`src/rtl/perceptron_vote_filter.sv`:
```
`default_nettype none
// ============================================================================
//  Module   : perceptron_vote_filter
//  Brief    : Majority-vote filter over fixed windows of the perceptron's
//             1-bit classification stream; one decision and done per window.
//  Revision : 1.0 - initial release
// ============================================================================
module perceptron_vote_filter #(
    parameter int WINDOW = 16,
    parameter int THRESH = 8,
    parameter int CNT_W  = 8
) (
    input  logic             clk,
    input  logic             rst,
    input  logic             class_in,
    input  logic             class_valid,
    input  logic             start,
    input  logic             cont,
    output logic             decision,
    output logic [CNT_W-1:0] ones_count,
    output logic             done,
    output logic             busy
);

    localparam logic [1:0]       c_st_idle    = 2'd0;
    localparam logic [1:0]       c_st_collect = 2'd1;
    localparam logic [1:0]       c_st_report  = 2'd2;
    localparam logic [CNT_W-1:0] c_last_idx   = CNT_W'(WINDOW - 1);
    localparam logic [CNT_W-1:0] c_thresh     = CNT_W'(THRESH);
    localparam logic [CNT_W-1:0] c_one        = {{(CNT_W-1){1'b0}}, 1'b1};

    logic [1:0]       r_state;
    logic [1:0]       w_next_state;
    logic [CNT_W-1:0] r_sample_cnt;
    logic [CNT_W-1:0] r_ones_acc;
    logic [CNT_W-1:0] r_ones_count;
    logic             r_decision;
    logic [CNT_W-1:0] w_final_ones;
    logic             w_accept;
    logic             w_last;
    logic             w_clear;

    assign w_accept     = (r_state == c_st_collect) && class_valid;
    assign w_last       = w_accept && (r_sample_cnt == c_last_idx);
    // Includes the sample arriving this cycle so the last one is counted.
    assign w_final_ones = r_ones_acc + {{(CNT_W-1){1'b0}}, class_in};
    assign w_clear      = (r_state != c_st_collect) && (w_next_state == c_st_collect);

    always_comb begin
        w_next_state = r_state;
        case (r_state)
            c_st_idle:    if (start)  w_next_state = c_st_collect;
            c_st_collect: if (w_last) w_next_state = c_st_report;
            c_st_report:  w_next_state = (cont || start) ? c_st_collect : c_st_idle;
            default:      w_next_state = c_st_idle;
        endcase
    end

    always_ff @(posedge clk or posedge rst) begin
        if (rst) begin
            r_state <= c_st_idle;
        end else begin
            r_state <= w_next_state;
        end
    end

    always_ff @(posedge clk or posedge rst) begin
        if (rst) begin
            r_sample_cnt <= '0;
            r_ones_acc   <= '0;
            r_ones_count <= '0;
            r_decision   <= 1'b0;
        end else begin
            if (w_clear) begin
                r_sample_cnt <= '0;
                r_ones_acc   <= '0;
            end else if (w_accept) begin
                r_sample_cnt <= r_sample_cnt + c_one;
                r_ones_acc   <= w_final_ones;
            end
            if (w_last) begin
                r_ones_count <= w_final_ones;
                r_decision   <= (w_final_ones > c_thresh);
            end
        end
    end

    assign decision   = r_decision;
    assign ones_count = r_ones_count;
    assign done       = (r_state == c_st_report);
    assign busy       = (r_state == c_st_collect);

endmodule
`default_nettype wire

```
`config.mk`:
```
export PLATFORM = sky130hd
export DESIGN_NAME = perceptron_vote_filter
export DESIGN_NICKNAME = d
export VERILOG_FILES = /design/src/rtl/perceptron_vote_filter.sv
export SDC_FILE = /design/constraint.sdc
export NUM_CORES = 1
export LEC_CHECK = 0
export CAP_MARGIN = 0
export CORE_ASPECT_RATIO = 1.2
export CORE_MARGIN = 4
export CORE_UTILIZATION = 49
export DETAILED_ROUTE_END_ITERATION = 10
export PLACE_DENSITY = 0.74
export SLEW_MARGIN = 20
export SYNTH_ARGS = -nofsm -noshare
export SYNTH_HDL_FRONTEND = slang
export SYNTH_SLANG_ARGS = --single-unit
export TNS_END_PERCENT = 20
```
`constraint.sdc`:
```
create_clock -name clk -period 1.85 [get_ports clk]
set_clock_uncertainty 0.15 [all_clocks]
set_input_delay 0.185 -clock clk [delete_from_list [all_inputs] [get_ports clk]]
set_output_delay 0.185 -clock clk [all_outputs]
set_load 0.1 [all_outputs]
```
==> key figures, run 1 <==
Logic synthesis
  • Primary FF master, synth: dfrtp_1
  • Post-Syn Area: 1400 um^2
  • Post-Synth Adder-Cell Area: 2.69%
  • Async set-reset flop share out of synthesis: 100%
  • Ys Warns: 0
  • Avg Inst Size Synth: 9.56 um^2
  • Mapped Nets: 155
  • Synth Area in Simple Gates: 22.7%
  • Xor/xnor share of the synthesized area: 6.28%
  • Post-synthesis compound-gate area fraction: 13.9%
  • Multiplexer share of the synthesized area: 2.33%
  • #FFs+latches synth: 27
  • Sequential share of the synthesized area: 48.4%
  • Gate Count Post-Synth: 146
  • Number of synthesized flops with an enable pin: 0
  • Largest family of logic cells by synthesized area: simple AND/OR/NAND/NOR gates
  • Netlist cell types: 41

Worst setup path
  • CP required: 1950 ps
  • CP peak stage delay: 550 ps
  • Setup crit end kind: flop
  • Kind of critical path: flop to flop
  • Data arrival time of the critical path: 1920 ps
  • Critical path, cell by cell: or4_4 -> nor3_4 -> buf_4 -> nor2_1 -> a41oi_1
  • Worst-case reg-to-reg path depth: 5
  • Critical path fanouts, max: 6
  • CP Launch Type: flop
  • Critical path's slowest cell: or4_4

Timing
  • Final worst slack: 28.9 ps
  • Fmax: 549 MHz
  • RSZ-0062 raised after global routing: yes
  • Final Hold Vio Count: 0
  • Least-Margin Pin Slew: 650 ps
  • Fin. max-slew vios: 0
  • Smallest hold slack: 30.5 ps
  • Final setup viols: 0
  • Final Cycle Share: 98.4%
  • Min Tclk post-route: 1820 ps
  • Slew margin rel.: 56.5%

Clocking
  • Total setup buffers inserted after CTS: 0
  • CTS tree: yes
  • Cts bufs inserted: 3
  • Maximum buffer depth of the clock tree: 2
  • Worst skew pair latency: 330 ps
  • Clock transition at path regs: 150 ps
  • Htree depth: 1
  • Clock sinks: 27
  • Clock Tree Root: clkbuf_4

Finish
  • Fin area: 1790 um^2
  • Layout cell share with drive strength beyond 1: 23.0%
  • Area growth syn-to-layout: 28.3%
  • Antenna diodes: 0
  • # fillers: 215
  • Final #Nets: 184

Global route
  • Antenna violations before repair: 0
  • All-layer global routing usage: 17.7%
  • Grt met2 use: 31.2%
  • Global-route wire length before repair: 5.20 mm
  • Largest net degree at the start of global routing: 28
  • Met3 Usage GRT: 1.94%
  • GRT overflow: 0
  • Global Route met1 Usage: 20.7%
  • Gr busiest metal: met2
  • Vias in the first global route: 1171

Route
  • Drt first pass iters: 4
  • Via count: 1164
  • Final WL: 3.05 mm
  • Post-DRT Antenna Nets: 0
  • Vias/cell: 5.62
  • DRT iter0 DRCs: 34
  • Drt drc: 0
  • Avg WL per Cell: 14.7 um

Place
  • Hpwl dp: 2.21 mm
  • Port Buffers: 16
  • Setup WS pre-CTS: -189 ps
  • Area after DPL: 1740 um^2
  • RD Place Congestion: 0.832

Die
  • Initial Util: 53.1%
  • Count of standard-cell rows: 20
  • Die height: 66.5 um
  • Die area: 3770 um^2
  • Total core area: 2630 um^2
  • Die width: 56.7 um
  • Ports: 17

Pwr
  • Worst-case vdd ir drop: 1.11 mV
  • PwrDens: 1600 nW/um^2
  • Total power: 2.86 mW
  • P_leak: 0.804 nW

Flow run
  • Total of max-cap violations: 0

Hold path
  • Hold Path Class: input pin to asynchronous set/reset pin

Status
  • Run status: completed
==> worst paths after layout <==
check | start | end | slack (ps)
max in group asynchronous | rst | r_ones_acc[3]$_DFFE_PP0P_ | 1260
min in group clk | r_sample_cnt[0]$_DFFE_PP0P_ | r_sample_cnt[0]$_DFFE_PP0P_ | 410
setup / recovery | r_sample_cnt[7]$_DFFE_PP0P_ | decision$_DFFE_PP0P_ | 30
hold / removal | rst | ones_count[5]$_DFFE_PP0P_ | 30
hold reg to reg | r_sample_cnt[0]$_DFFE_PP0P_ | r_sample_cnt[0]$_DFFE_PP0P_ | 410
setup reg to reg | r_sample_cnt[7]$_DFFE_PP0P_ | decision$_DFFE_PP0P_ | 30
==> logic make-up (layout without fill, tap and decap cells) <==
kind of cell / after synthesis / count (layout)
compound gates: 31 / 31
xor+xnor: 10 / 10
mux: 3 / 3
buf+inv: 10 / 38
fa+ha+maj: 3 / 3
flops: 27 / 27
simple gates: 62 / 62
==> flip-flops by register name, summed over array words and instances (netlist names) <==
| register | cells |
|---|---|
| r_state | 2 |
| r_sample_cnt | 8 |
| r_ones_acc | 8 |
| ones_count | 8 |
| decision | 1 |
==> layout make-up <==
type                       instances  area [um^2]  share of cell area [%]
clock buffer                       4         26.3                    1.47
inverter                           3         11.3                   0.629
multi-input combinational        109          691                    38.6
sequential                        27          676                    37.7
tap                               33         41.3                    2.31
timing repair buffer              31          345                    19.3
==> power by group <==
group,internal (mW),switching [mW],total [mW]
clock network,0.0847,0.178,0.263
registers,0.769,0.187,0.956
logic,0.568,1.07,1.64
total,1.42,1.44,2.86
==> cells in the mapped netlist, types with 2 or more instances <==
master    instances  area [um^2]
ha_1              3         37.5
o22ai_1           2         12.5
and4_1            3         26.3
mux2_2            2         22.5
nand3_1           7         35.0
a22o_1            2         17.5
nor3_1            4         20.0
o21ai_0           9         45.0
xor2_1            4         35.0
nand2_1          18         67.6
nor2_1           17         63.8
dfrtp_1          27          676
inv_1             3         11.3
xnor2_1           6         52.6
clkbuf_1          2         7.51
a21oi_1           9         45.0
nand2b_1          3         18.8
a21o_1            2         15.0
==> critical path: cells and delay by family, from the launching register on <==
kind | cells | cell delay [ps]
flops | 1 | 430
buf+inv | 1 | 190
compound gates | 1 | 160
simple gates | 3 | 810
==> per-layer routing <==
| layer | vias to the layer above | wire, um |
|---|---|---|
| met5 | - | 0 |
| met4 | 0 | 66 |
| met3 | 6 | 123 |
| met2 | 31 | 1590 |
| met1 | 554 | 1260 |
| li1 | 573 | - |
==> through the flow <==
| step | std cells | utilization, % | setup TNS (ps) |
|---|---|---|---|
| after floorplan | 146 | - | 0 |
| final | 207 | 68.1 | 0 |
| after CTS | 207 | 67.4 | 0 |
| after global routing | 207 | 68.1 | -140 |
| after detailed placement | 203 | 66.4 | -1130 |
| after global placement | 203 | 66.4 | -748 |
==> layout by cell type, fill, tap and decap left out, types with 2 or more instances in the layout <==
master,Yosys,layout
nor3_1,4,4
dfrtp_1,27,27
nor2_1,17,17
nand2b_1,3,3
xor2_1,4,4
xnor2_1,6,6
o21ai_1,0,2
and4_1,3,3
nand3_1,7,7
o22ai_1,2,2
buf_4,0,18
a21oi_1,9,9
mux2_2,2,2
a21o_1,2,2
clkdlybuf4s50_1,0,5
nand2_1,18,18
buf_12,0,8
a22o_1,2,2
o21ai_0,9,7
clkbuf_4,1,3
ha_1,3,2
inv_1,3,3
==> timing repair <==
item	in CTS	in global routing
endpoints found under the setup margin	0	8
hold buffers	0	0
gates resized for setup	0	6
Note: power is estimated with default switching activity, not from simulation.
==> run 2: changes to the inputs <==
HOLD_SLACK_MARGIN = 0.1   (was unset)
==> run 2 against run 1 <==
Against the previous run:
- global-route usage rose by 0.083 points
- power barely moved
- utilization rose by 0.38 points
- die area did not move
- register-to-register slack barely moved
- hold slack improved by 380 ps
- critical endpoint unchanged
- highest routed layer unchanged
==> key figures, run 2 (synthesis gave the netlist of run 1 again) <==
Status
  • Run status: completed

Worst setup path
  • Worst-case reg-to-reg path depth: 5 (unchanged)
  • Kind of critical path: flop to flop
  • Critical path's slowest cell: or4_4
  • Largest delay share family, worst path: simple AND/OR/NAND/NOR gates
  • CP Launch Type: flop
  • CP peak stage delay: 550 ps (about the same)
  • Worst r2r dst: decision$_DFFE_PP0P_
  • CP required: 1950 ps (about the same)
  • Data arrival time of the critical path: 1920 ps (about the same)
  • Critical path, cell by cell: or4_4 -> nor3_4 -> buf_4 -> nor2_1 -> a41oi_1
  • Reg2Reg Setup Slack: 30 ps (about the same)
  • Crit path buf inv count: 1 (unchanged)
  • Setup crit end kind: flop
  • Crit path depth: 5 (unchanged)
  • R2r startpoint: r_sample_cnt[7]$_DFFE_PP0P_
  • Critical path fanouts, max: 6 (unchanged)

Die
  • Count of standard-cell rows: 20 (unchanged)
  • Die area: 3770 um^2 (unchanged)
  • Initial Util: 53.1% (unchanged)
  • Die height: 66.5 um (unchanged)
  • Die width: 56.7 um (unchanged)
  • Ports: 17 (unchanged)
  • Total core area: 2630 um^2 (unchanged)

Hold path
  • Worst Hold End: r_sample_cnt[0]$_DFFE_PP0P_
  • Hold Path Class: flop to flop
  • Worst hold start: r_sample_cnt[0]$_DFFE_PP0P_
  • Hold depth: 1

Finish
  • Layout cell share with drive strength beyond 1: 22.9% (-0.13 points)
  • Most frequent cells in the layout: dfrtp_1 (27), nand2_1 (18), buf_4 (18)
  • Antenna diodes: 0 (unchanged)
  • Area growth syn-to-layout: 29.1%
  • Final #Nets: 185 (+0.54%)
  • Post-Layout Cell Count: 208 (+0.48%)
  • Most common cell after layout, fill and taps aside: dfrtp_1

Global route
  • GRT overflow: 0 (unchanged)
  • Antenna violations before repair: 0 (unchanged)
  • Gr busiest metal: met2
  • Met3 Usage GRT: 1.94% (unchanged)
  • Vias in the first global route: 1179 (+0.68%)
  • Global Route met1 Usage: 20.7% (unchanged)
  • Grt met2 use: 31.5% (+0.29 points)
  • Global-route wire length before repair: 5.22 mm (+0.40%)
  • All-layer global routing usage: 17.8% (+0.083 points)
  • Largest net degree at the start of global routing: 28 (unchanged)

Pwr
  • PwrDens: 1590 nW/um^2 (-0.49%)
  • P_leak: 0.809 nW (+0.52%)
  • Total power: 2.86 mW (about the same)
  • Worst-case vdd ir drop: 1.11 mV (unchanged)

Timing
  • Min Tclk post-route: 1820 ps (unchanged)
  • RSZ-0062 raised after global routing: yes
  • Final setup viols: 0 (unchanged)
  • Final Hold Vio Count: 0 (unchanged)
  • Least-Margin Pin Slew: 650 ps (unchanged)
  • Fmax: 549 MHz (unchanged)
  • Slew margin rel.: 56.5% (unchanged)
  • Fin. max-slew vios: 0 (unchanged)
  • Final Cycle Share: 98.4% (unchanged)

Route
  • Drt first pass iters: 4 (unchanged)
  • Final WL: 3.06 mm (+0.43%)
  • Avg WL per Cell: 14.7 um (about the same)
  • Vias/cell: 5.62 (-0.14%)
  • Drt drc: 0 (unchanged)
  • Via count: 1168 (+0.34%)
  • Post-DRT Antenna Nets: 0 (unchanged)
  • DRT iter0 DRCs: 32 (-5.9%)

Clocking
  • CTS tree: yes
  • Total setup buffers inserted after CTS: 0 (unchanged)
  • Maximum buffer depth of the clock tree: 2 (unchanged)
  • Worst skew pair latency: 330 ps (about the same)
  • Clock sinks: 27 (unchanged)
  • Cts bufs inserted: 3 (unchanged)
  • Clock transition at path regs: 150 ps (about the same)
  • Htree depth: 1 (unchanged)
  • Clock Tree Root: clkbuf_4

Place
  • Port Buffers: 16 (unchanged)
  • RD Place Congestion: 0.832 (unchanged)
  • Hpwl dp: 2.21 mm (unchanged)
  • Placed Cells: 203 (unchanged)

Flow run
  • Total of max-cap violations: 0 (unchanged)
-- run 2: stage by stage --
step	utilization (%)	worst slack (ps)	setup TNS (ps)	hold WS, ps	area, um^2
detailed placement	66.4	-189	-1130	378	1740
global placement	66.4	-122	-748	357	1740
finish	68.5	28.9	0	407	1800
floorplan	-	25.5	0	87.7	1400
global route	68.5	-50.8	-140	433	1800
CTS	67.8	7.77	0	406	1780
-- run 2: final cells by class --
| cell class | instances | area (um^2) |
|---|---|---|
| timing repair buffer | 32 | 355 |
| tap | 33 | 41.3 |
| multi-input combinational | 109 | 691 |
| sequential | 27 | 676 |
| fill | 214 | 827 |
| inverter | 3 | 11.3 |
| clock buffer | 4 | 26.3 |
-- run 2: repair_timing --
item	4_1_cts	5_1_grt
setup endpoints to repair	0	8
resized for setup	0	6
hold buffers	1	0
hold endpoints to repair	27	0
-- run 2: how the worst max path moves through the flow --
stage | slack (ps) | endpoint | from
2_1_floorplan | 30 | ones_count[0]$_DFFE_PP0P_ | r_sample_cnt[5]$_DFFE_PP0P_
3_3_place_gp | -120 | r_ones_acc[5]$_DFFE_PP0P_ | cont
3_5_place_dp | -190 | decision$_DFFE_PP0P_ | class_in
4_1_cts | 8 | decision$_DFFE_PP0P_ | r_sample_cnt[7]$_DFFE_PP0P_
5_1_grt | -50 | decision$_DFFE_PP0P_ | r_sample_cnt[7]$_DFFE_PP0P_
6_report | 30 | decision$_DFFE_PP0P_ | r_sample_cnt[7]$_DFFE_PP0P_
-- run 2: where the power goes --
group	leakage (nW)	internal (mW)	switching, mW
logic	0.440	0.569	1.07
clock network	0.0150	0.0847	0.178
registers	0.354	0.769	0.187
-- run 2: routing by layer --
layer | routed length (um) | vias to the layer above | part of all wire (%)
met5 | 0 | - | 0
li1 | - | 575 | -
met1 | 1270 | 556 | 41
met3 | 122 | 6 | 4.0
met4 | 66 | 0 | 2.2
met2 | 1610 | 31 | 52
